===== src/rtl/xdevice_gen.sv =====
// Burst traffic generator: NPKT address/data packets per start pulse on a
// valid/ack source port, with incrementing or LFSR payload and a programmable gap.
module xdevice_gen #(
  parameter int DW = 4,
  parameter int AW = 2,
  parameter int NPKT = 4,
  parameter int INIT = 0,
  parameter int GAP = 1,
  parameter logic [DW-1:0] TAPS = DW'(4'b1100)
) (
  input  logic          clk_i2,
  input  logic          rst_i,
  input  logic          start_i,
  input  logic          mode_i,
  input  logic          acktx,
  output logic [AW-1:0] adr_i,
  output logic [DW-1:0] dat_i,
  output logic          validtx,
  output logic          busy_o,
  output logic          done_o,
  output logic [7:0]    sent_o
);

  // Handshake: a packet moves on a rising edge where validtx & acktx are both
  // high; adr_i/dat_i stay frozen while validtx is high and acktx is low.

  typedef enum logic [1:0] {
    IDLE = 2'd0,
    SEND = 2'd1,
    WAIT = 2'd2,
    DONE = 2'd3
  } state_t;

  localparam logic [DW-1:0] INC_SEED  = DW'(INIT + 1);
  // An all-zero LFSR would lock up, so a zero seed is forced to 1.
  localparam logic [DW-1:0] LFSR_SEED = (INC_SEED == '0) ? DW'(1) : INC_SEED;
  localparam logic [AW-1:0] ADR_SEED  = AW'(INIT);
  localparam logic [7:0]    LAST_IDX  = 8'(NPKT - 1);
  localparam logic [3:0]    GAP_LD    = 4'(GAP);

  state_t        state, state_n;
  logic [7:0]    idx;
  logic [3:0]    gap_cnt;
  logic          mode_q;
  logic          xfer;
  logic          load_first;
  logic          load_next;
  logic          gap_load;
  logic [DW-1:0] dat_inc;
  logic [DW-1:0] dat_lfsr;

  assign xfer     = (state == SEND) && acktx;
  assign dat_inc  = DW'(32'(dat_i) + 32'd4);
  assign dat_lfsr = {dat_i[DW-2:0], ^(dat_i & TAPS)};

  assign validtx = (state == SEND);
  assign busy_o  = (state != IDLE);
  assign done_o  = (state == DONE);

  always_ff @(posedge clk_i2 or posedge rst_i) begin
    if (rst_i) begin
      state <= IDLE;
    end else begin
      state <= state_n;
    end
  end

  always_comb begin
    state_n    = state;
    load_first = 1'b0;
    load_next  = 1'b0;
    gap_load   = 1'b0;
    case (state)
      IDLE: begin
        if (start_i) begin
          load_first = 1'b1;
          state_n    = SEND;
        end
      end
      SEND: begin
        if (xfer) begin
          if (idx == LAST_IDX) begin
            state_n = DONE;
          end else if (GAP == 0) begin
            load_next = 1'b1;
          end else begin
            gap_load = 1'b1;
            state_n  = WAIT;
          end
        end
      end
      WAIT: begin
        if (gap_cnt <= 4'd1) begin
          load_next = 1'b1;
          state_n   = SEND;
        end
      end
      DONE: begin
        state_n = IDLE;
      end
      default: begin
        state_n = IDLE;
      end
    endcase
  end

  always_ff @(posedge clk_i2 or posedge rst_i) begin
    if (rst_i) begin
      idx     <= '0;
      gap_cnt <= '0;
      mode_q  <= 1'b0;
      adr_i   <= '0;
      dat_i   <= '0;
      sent_o  <= '0;
    end else begin
      if (load_first) begin
        idx    <= '0;
        sent_o <= '0;
        mode_q <= mode_i;
        adr_i  <= ADR_SEED;
        dat_i  <= mode_i ? LFSR_SEED : INC_SEED;
      end
      if (xfer) begin
        sent_o <= sent_o + 8'd1;
      end
      if (load_next) begin
        idx   <= idx + 8'd1;
        adr_i <= adr_i + AW'(1);
        dat_i <= mode_q ? dat_lfsr : dat_inc;
      end
      if (gap_load) begin
        gap_cnt <= GAP_LD;
      end else if (state == WAIT) begin
        gap_cnt <= gap_cnt - 4'd1;
      end
    end
  end

endmodule


===== config.mk =====
export PLATFORM = sky130hd
export DESIGN_NAME = xdevice_gen
export DESIGN_NICKNAME = d
export VERILOG_FILES = /design/src/rtl/xdevice_gen.sv
export SDC_FILE = /design/constraint.sdc
export NUM_CORES = 1
export LEC_CHECK = 0
export CORE_ASPECT_RATIO = 1.1
export CORE_MARGIN = 1
export CORE_UTILIZATION = 35
export CTS_BUF_LIST = sky130_fd_sc_hd__clkbuf_4 sky130_fd_sc_hd__clkbuf_8 sky130_fd_sc_hd__clkbuf_16
export CTS_CLUSTER_DIAMETER = 150
export DETAILED_ROUTE_END_ITERATION = 10
export HOLD_SLACK_MARGIN = 0.12
export SLEW_MARGIN = 30
export SYNTH_ARGS = -nofsm -noshare
export SYNTH_HDL_FRONTEND = slang
export SYNTH_SLANG_ARGS = --single-unit

===== constraint.sdc =====
create_clock -name clk_i2 -period 3.2 [get_ports clk_i2]
set_input_delay 0.64 -clock clk_i2 [delete_from_list [all_inputs] [get_ports clk_i2]]
set_output_delay 0.64 -clock clk_i2 [all_outputs]
set_load 0.02 [all_outputs]

==> results of run 1 <==
power breakdown:
group          internal [mW]  leakage [nW]  switching, mW
combinational          0.226         0.395          0.290
sequential             0.456         0.387          0.115
clock                  0.159        0.0484          0.133
through the flow:
step	cell area (um^2)	cells	util, %
6_report	1800	226	45.5
5_1_grt	1800	226	45.5
4_1_cts	1800	226	45.5
3_5_place_dp	1720	218	43.3
3_3_place_gp	1720	218	43.3
2_1_floorplan	1450	146	-
synth_stat cells, drive strengths merged (2+ instances only):
library cell	instances	area [um^2]
o41ai	2	17.5
inv	6	22.5
nor3	3	15.0
dfrtp	29	726
nand3b	2	15.0
nand2b	2	20.0
nor2	11	41.3
a21oi	3	15.0
o311ai	2	17.5
o21ai	13	65.1
nand3	8	40.0
nand4	4	25.0
and3	3	18.8
xor2	2	17.5
nand2	24	90.1
nor4	2	27.5
mux2i	7	70.1
xnor2	2	17.5
ha	4	50.1
sequential cells by signal, indices dropped and copies added (netlist names):
name	flops
mode_q	1
state	2
sent_o	8
gap_cnt	4
adr_i	2
dat_i	4
idx	8
cells by family (layout without fill, tap and decap cells):
group / count (synthesis) / count (layout)
AOI/OAI and AO/OA: 28 / 28
xor gates and xnor gates: 4 / 4
adders and majority gates: 4 / 4
buffers and inverters: 8 / 36
DFF: 29 / 29
muxes: 7 / 7
and+or+nand+nor: 66 / 66
final cells by class:
class / instances / area share [%]
Clock buffer: 6 / 4.24
Timing Repair Buffer: 22 / 12.1
Tap cell: 52 / 3.61
Inverter: 6 / 1.25
Clock inverter: 2 / 0.556
Sequential cell: 29 / 40.3
Multi-Input combinational cell: 109 / 38.0
critical path, stage by stage (launching register included):
cell and delay [ps]:
dfrtp_1 470, nand2b_1 230, inv_1 70, clkdlybuf4s50_1 590
per-layer routing:
layer  track usage, %  vias to the layer above
met3             3.95                        2
met5                0                        -
li1                 -                      577
met4             5.56                        0
met2             24.8                       21
met1             20.2                      563
cells in the final DEF (no fill, tap or decap), types with 3 or more instances in the layout:
cell and instances:
nand3_1 8, o21ai_0 13, nand4_1 4, nor2_1 11, inv_1 6, clkbuf_8 5
a21oi_1 3, and3_1 3, dfrtp_1 29, nor3_1 3, nand2_1 24, ha_1 4
mux2i_1 7, clkdlybuf4s50_1 21
final timing paths:
| check | start | endpoint | slack, ps | cells past startpoint |
|---|---|---|---|---|
| max | state[1] | validtx | 930 | 3 |
| min | sent_o[7] | sent_o[7] | 490 | 1 |
| max reg2reg | gap_cnt[0] | idx[5] | 1350 | 6 |
| min reg2reg | sent_o[7] | sent_o[7] | 490 | 1 |
| max in group asynchronous | rst_i | state[1] | 1950 | 3 |
| min in group asynchronous | rst_i | sent_o[7] | 640 | 2 |
==> results.sh, run 1 <==
export IMPL_endpoint_kind="output pin"
export IMPL_maxSlewViolCount=0
export IMPL_ys_ff_latch=29
export IMPL_top_layer="met4"
export IMPL_crit_arrival_ps=1630
export IMPL_async_flop_share_pct=100
export IMPL_wl_met2_um=1450
export IMPL_cts_buffer_depth=2
export IMPL_grt_pass1_wl_um=5350
export IMPL_routed_wl_met3_um=106
export IMPL_post_cts_buffers=0
export IMPL_dieArea_um2=4400
export IMPL_drtAntennaViolNets=0
export IMPL_antenna_found_initial=0
export IMPL_ys_flop_type="dfrtp_1"
export IMPL_synth_yosys_seq_area_share_pct=50.1
export IMPL_vias=1163
export IMPL_ios=22
export IMPL_setup_viol=0
export IMPL_p_per_area_nw_per_um2=765
export IMPL_synth_simple_area_share_pct=24.2
export IMPL_min_path_type="flip-flop to flip-flop"
export IMPL_overflow=0
export IMPL_cp_max_fo=8
export IMPL_whs_ps=488
export IMPL_power_leakage_nw=0.830
export IMPL_cts_sinks=29
export IMPL_layout_drive_gt1_share_pct=7.47
export IMPL_cts_tree="yes"
export IMPL_syn_nets=155
export IMPL_area_growth_pct=24.5
export IMPL_synth_fa_ha_area_share_pct=3.46
export IMPL_multiInputGateArea_um2=684
export IMPL_clock_latency_ps=270
export IMPL_setup_ws_ps=935
export IMPL_synth_compound_area_share_pct=12.4
export IMPL_htree_levels=2
export IMPL_worst_endpoint_required_ps=2560
export IMPL_timing_setup_tns_ps=0
export IMPL_nets=182
export IMPL_drc=0
export IMPL_syn_cell_area_um2=1450
export IMPL_syn_avg_cell_area_um2=9.92
export IMPL_hold_violations=0
export IMPL_cts_resized=0
export IMPL_finClkSkew_ps=6.55
export IMPL_die_w_um=63.3
export IMPL_synth_distinct_cells=38
export IMPL_firstDrtPassIters=4
export IMPL_fmax_ghz=0.441
export IMPL_cts_hold_buf=0
export IMPL_synth_warnings=0
export IMPL_syn_inst=146
export IMPL_critPathLaunchType="flip-flop"
export IMPL_path_clk_slew_ps=60
export IMPL_root_buffer="clkbuf_8"
export IMPL_tightest_slew_ps=545
export IMPL_grt_max_degree=22
export IMPL_period_minus_slack_ps=2270
export IMPL_num_fill_cells=399
export IMPL_outcome="finished clean"
export IMPL_cap_violations=0
export IMPL_synth_top_family_by_area="simple AND/OR/NAND/NOR gates"
export IMPL_rows=24
export IMPL_numPortBuffers=21
export IMPL_grt_pass1_vias=1197
export IMPL_first_iter_violations=66
export IMPL_wl_per_cell_um=13.5
export IMPL_regArea_um2=726
export IMPL_synth_mux_area_share_pct=4.84
export IMPL_cts_buffers=5
export IMPL_dpl_hpwl_um=2170
export IMPL_synth_edf_count=0
export IMPL_die_h_um=69.5
export IMPL_synth_xor_area_share_pct=2.42
export IMPL_wl_met1_um=1460
export IMPL_drt_total_wl_um=3050
export IMPL_timing_slew_headroom_pct=63.4
export IMPL_n_antenna_cell=0
export IMPL_core_region_area_um2=3960
export IMPL_rsz0062_at_grt="false"
export IMPL_ir_drop_v=0.000333
export IMPL_post_route_period_util_pct=70.8
export IMPL_grt_usage_pct=15.5
export IMPL_globalplace_congestion=0.799
export IMPL_crit_type="flip-flop to output pin"
export IMPL_pre_cts_ws_ps=1050
export IMPL_start_util_pct=36.5
export IMPL_drt_vias_per_instance=5.15
export IMPL_power_total_mw=1.38
No activity file was read; power rests on OpenSTA's default activity.
==> inputs of run 2 (changes only) <==
- clock period: 3.2 -> 2 ns (I/O delays scaled with it)
==> results.sh, run 2 (synthesis gave the netlist of run 1 again) <==
export IMPL_outcome="finished clean"
export IMPL_grt_usage_pct=15.8
export IMPL_r2r_cells=6
export IMPL_critPathLaunch="state[0]"
export IMPL_ios=22
export IMPL_die_w_um=63.3
export IMPL_power_total_mw=2.25
export IMPL_grt_pass1_wl_um=5360
export IMPL_cts_sinks=29
export IMPL_power_leakage_nw=0.841
export IMPL_dp_cells=220
export IMPL_drt_vias_per_instance=5.26
export IMPL_numPortBuffers=21
export IMPL_period_minus_slack_ps=1900
export IMPL_min_path_type="flip-flop to flip-flop"
export IMPL_root_buffer="clkbuf_8"
export IMPL_top_regs="idx: 8 flops, sent_o: 8 flops"
export IMPL_fmax_ghz=0.528
export IMPL_cp_cell_sequence="buf_4 -> nor2_1 -> inv_1 -> clkdlybuf4s50_1"
export IMPL_first_iter_violations=70
export IMPL_globalplace_congestion=0.760
export IMPL_clock_latency_ps=270
export IMPL_dieArea_um2=4400
export IMPL_whs_ps=476
export IMPL_worst_path_largest_cell_delay_ps=530
export IMPL_nets=184
export IMPL_p_sw_uw=853
export IMPL_timing_setup_tns_ps=0
export IMPL_finClkSkew_ps=3.53
export IMPL_layout_commonest_cell="dfrtp_1"
export IMPL_rr_endpoint="idx[5]"
export IMPL_worst_endpoint_required_ps=1600
export IMPL_critPathLaunchType="flip-flop"
export IMPL_pwr_share_comb_pct=38.2
export IMPL_drtAntennaViolNets=0
export IMPL_vias=1193
export IMPL_cp_endpoint="busy_o"
export IMPL_path_clk_slew_ps=60
export IMPL_core_region_area_um2=3960
export IMPL_firstDrtPassIters=4
export IMPL_post_cts_buffers=0
export IMPL_r2r_start="gap_cnt[0]"
export IMPL_ff2ff_setup_slack_ps=140
export IMPL_layout_drive_gt1_share_pct=8.57
export IMPL_maxSlewViolCount=0
export IMPL_drt_total_wl_um=3020
export IMPL_overflow=0
export IMPL_area_growth_pct=25.8
export IMPL_swShare_pct=38.0
export IMPL_cts_tree="yes"
export IMPL_p_per_area_nw_per_um2=1230
export IMPL_rows=24
export IMPL_cts_buffers=5
export IMPL_pwr_share_seq_pct=40.1
export IMPL_cp_max_fo=7
export IMPL_ir_drop_v=0.000484
export IMPL_p_clk_share_pct=21.7
export IMPL_final_cell_mix="dfrtp_1, nand2_1, clkdlybuf4s50_1, o21ai_0, nor2_1"
export IMPL_grt_max_degree=30
export IMPL_cap_violations=0
export IMPL_crit_arrival_ps=1500
export IMPL_antenna_found_initial=0
export IMPL_start_util_pct=36.5
export IMPL_crit_type="flip-flop to output pin"
export IMPL_setup_viol=0
export IMPL_tightest_slew_ps=534
export IMPL_drc=0
export IMPL_post_route_period_util_pct=94.8
export IMPL_dpl_hpwl_um=2150
export IMPL_cts_buffer_depth=2
export IMPL_wl_per_cell_um=13.3
export IMPL_grt_pass1_vias=1160
export IMPL_endpoint_kind="output pin"
export IMPL_timing_slew_headroom_pct=64.1
export IMPL_intPower_mw=1.39
export IMPL_hold_violations=0
export IMPL_die_h_um=69.5
export IMPL_htree_levels=2
export IMPL_crit_slowest_cell="clkdlybuf4s50_1"
export IMPL_stdcell_count=227
export IMPL_rsz0062_at_grt="false"
export IMPL_n_antenna_cell=0
run 2: cell types whose count changed in the layout (fill, tap and decap cells not counted), sizes merged:
cell	previous run	this run
buf	1	3
clkbuf	6	7
clkdlybuf4s50	21	20
clkinv	2	0
dlygate4sd2	0	1
run 2: metrics by stage:
stage	instance area (um^2)	worst slack, ps	utilization, %
after detailed placement	1730	89.8	43.7
after floorplan	1450	314	-
after global routing	1820	23.5	45.9
final	1820	105	45.9
after global placement	1730	206	43.7
after CTS	1820	22.3	45.9
run 2: worst min-delay path by stage:
| stage | from | to | slack, ps | cells past startpoint |
|---|---|---|---|---|
| 2_1_floorplan | idx[7] | idx[7] | 450 | 1 |
| 3_3_place_gp | sent_o[7] | sent_o[7] | 460 | 1 |
| 3_5_place_dp | adr_i[1] | adr_i[1] | 470 | 1 |
| 4_1_cts | adr_i[1] | adr_i[1] | 480 | 1 |
| 5_1_grt | adr_i[1] | adr_i[1] | 510 | 1 |
| 6_report | adr_i[1] | adr_i[1] | 480 | 1 |
run 2: cell type report:
type | count | area (um^2)
fillers | 405 | 2140
flip-flops and latches | 29 | 727
multi-input cells | 109 | 684
repair buffers | 24 | 231
clock buffers | 7 | 90.1
well taps | 52 | 65.1
inverters | 6 | 22.5
run 2: layer usage:
metal / up-vias / wire length (um) / GRT usage (%)
met5: - / 0 / 0
met4: 0 / 55 / 6.06
met3: 7 / 100 / 5.10
met2: 20 / 1470 / 24.7
met1: 582 / 1400 / 20.0
li1: 584 / - / -
run 2: power groups by stage:
stage	combinational [mW]	sequential [mW]	clock, mW
after floorplan	0.481	0.958	0
after global placement	0.852	0.900	0
after detailed placement	0.869	0.907	0
after CTS	0.869	0.899	0.513
after global routing	0.948	0.925	0.534
final	0.858	0.900	0.488
run 2: what timing repair did:
action                                  CTS  global route
gates resized for setup                   1             2
hold buffers                              0             0
gates cloned                              0             0
endpoints found under the setup margin    1             3
run 2: critical path, delay by kind of cell, from the launching register on:
kind,cells,cell delay [ps]
buffers and inverters,3,740
flip-flops,1,370
AND/OR/NAND/NOR,1,120
==> inputs of run 3 (changes only) <==
- CTS_BUF_LIST: sky130_fd_sc_hd__clkbuf_4 sky130_fd_sc_hd__clkbuf_8 sky130_fd_sc_hd__clkbuf_16 -> sky130_fd_sc_hd__clkbuf_2 sky130_fd_sc_hd__clkbuf_4 sky130_fd_sc_hd__clkbuf_8
- SLEW_MARGIN: 30 -> 20
==> results of run 3 <==
Final layout, timing and power as in run 2 (identical DEF).
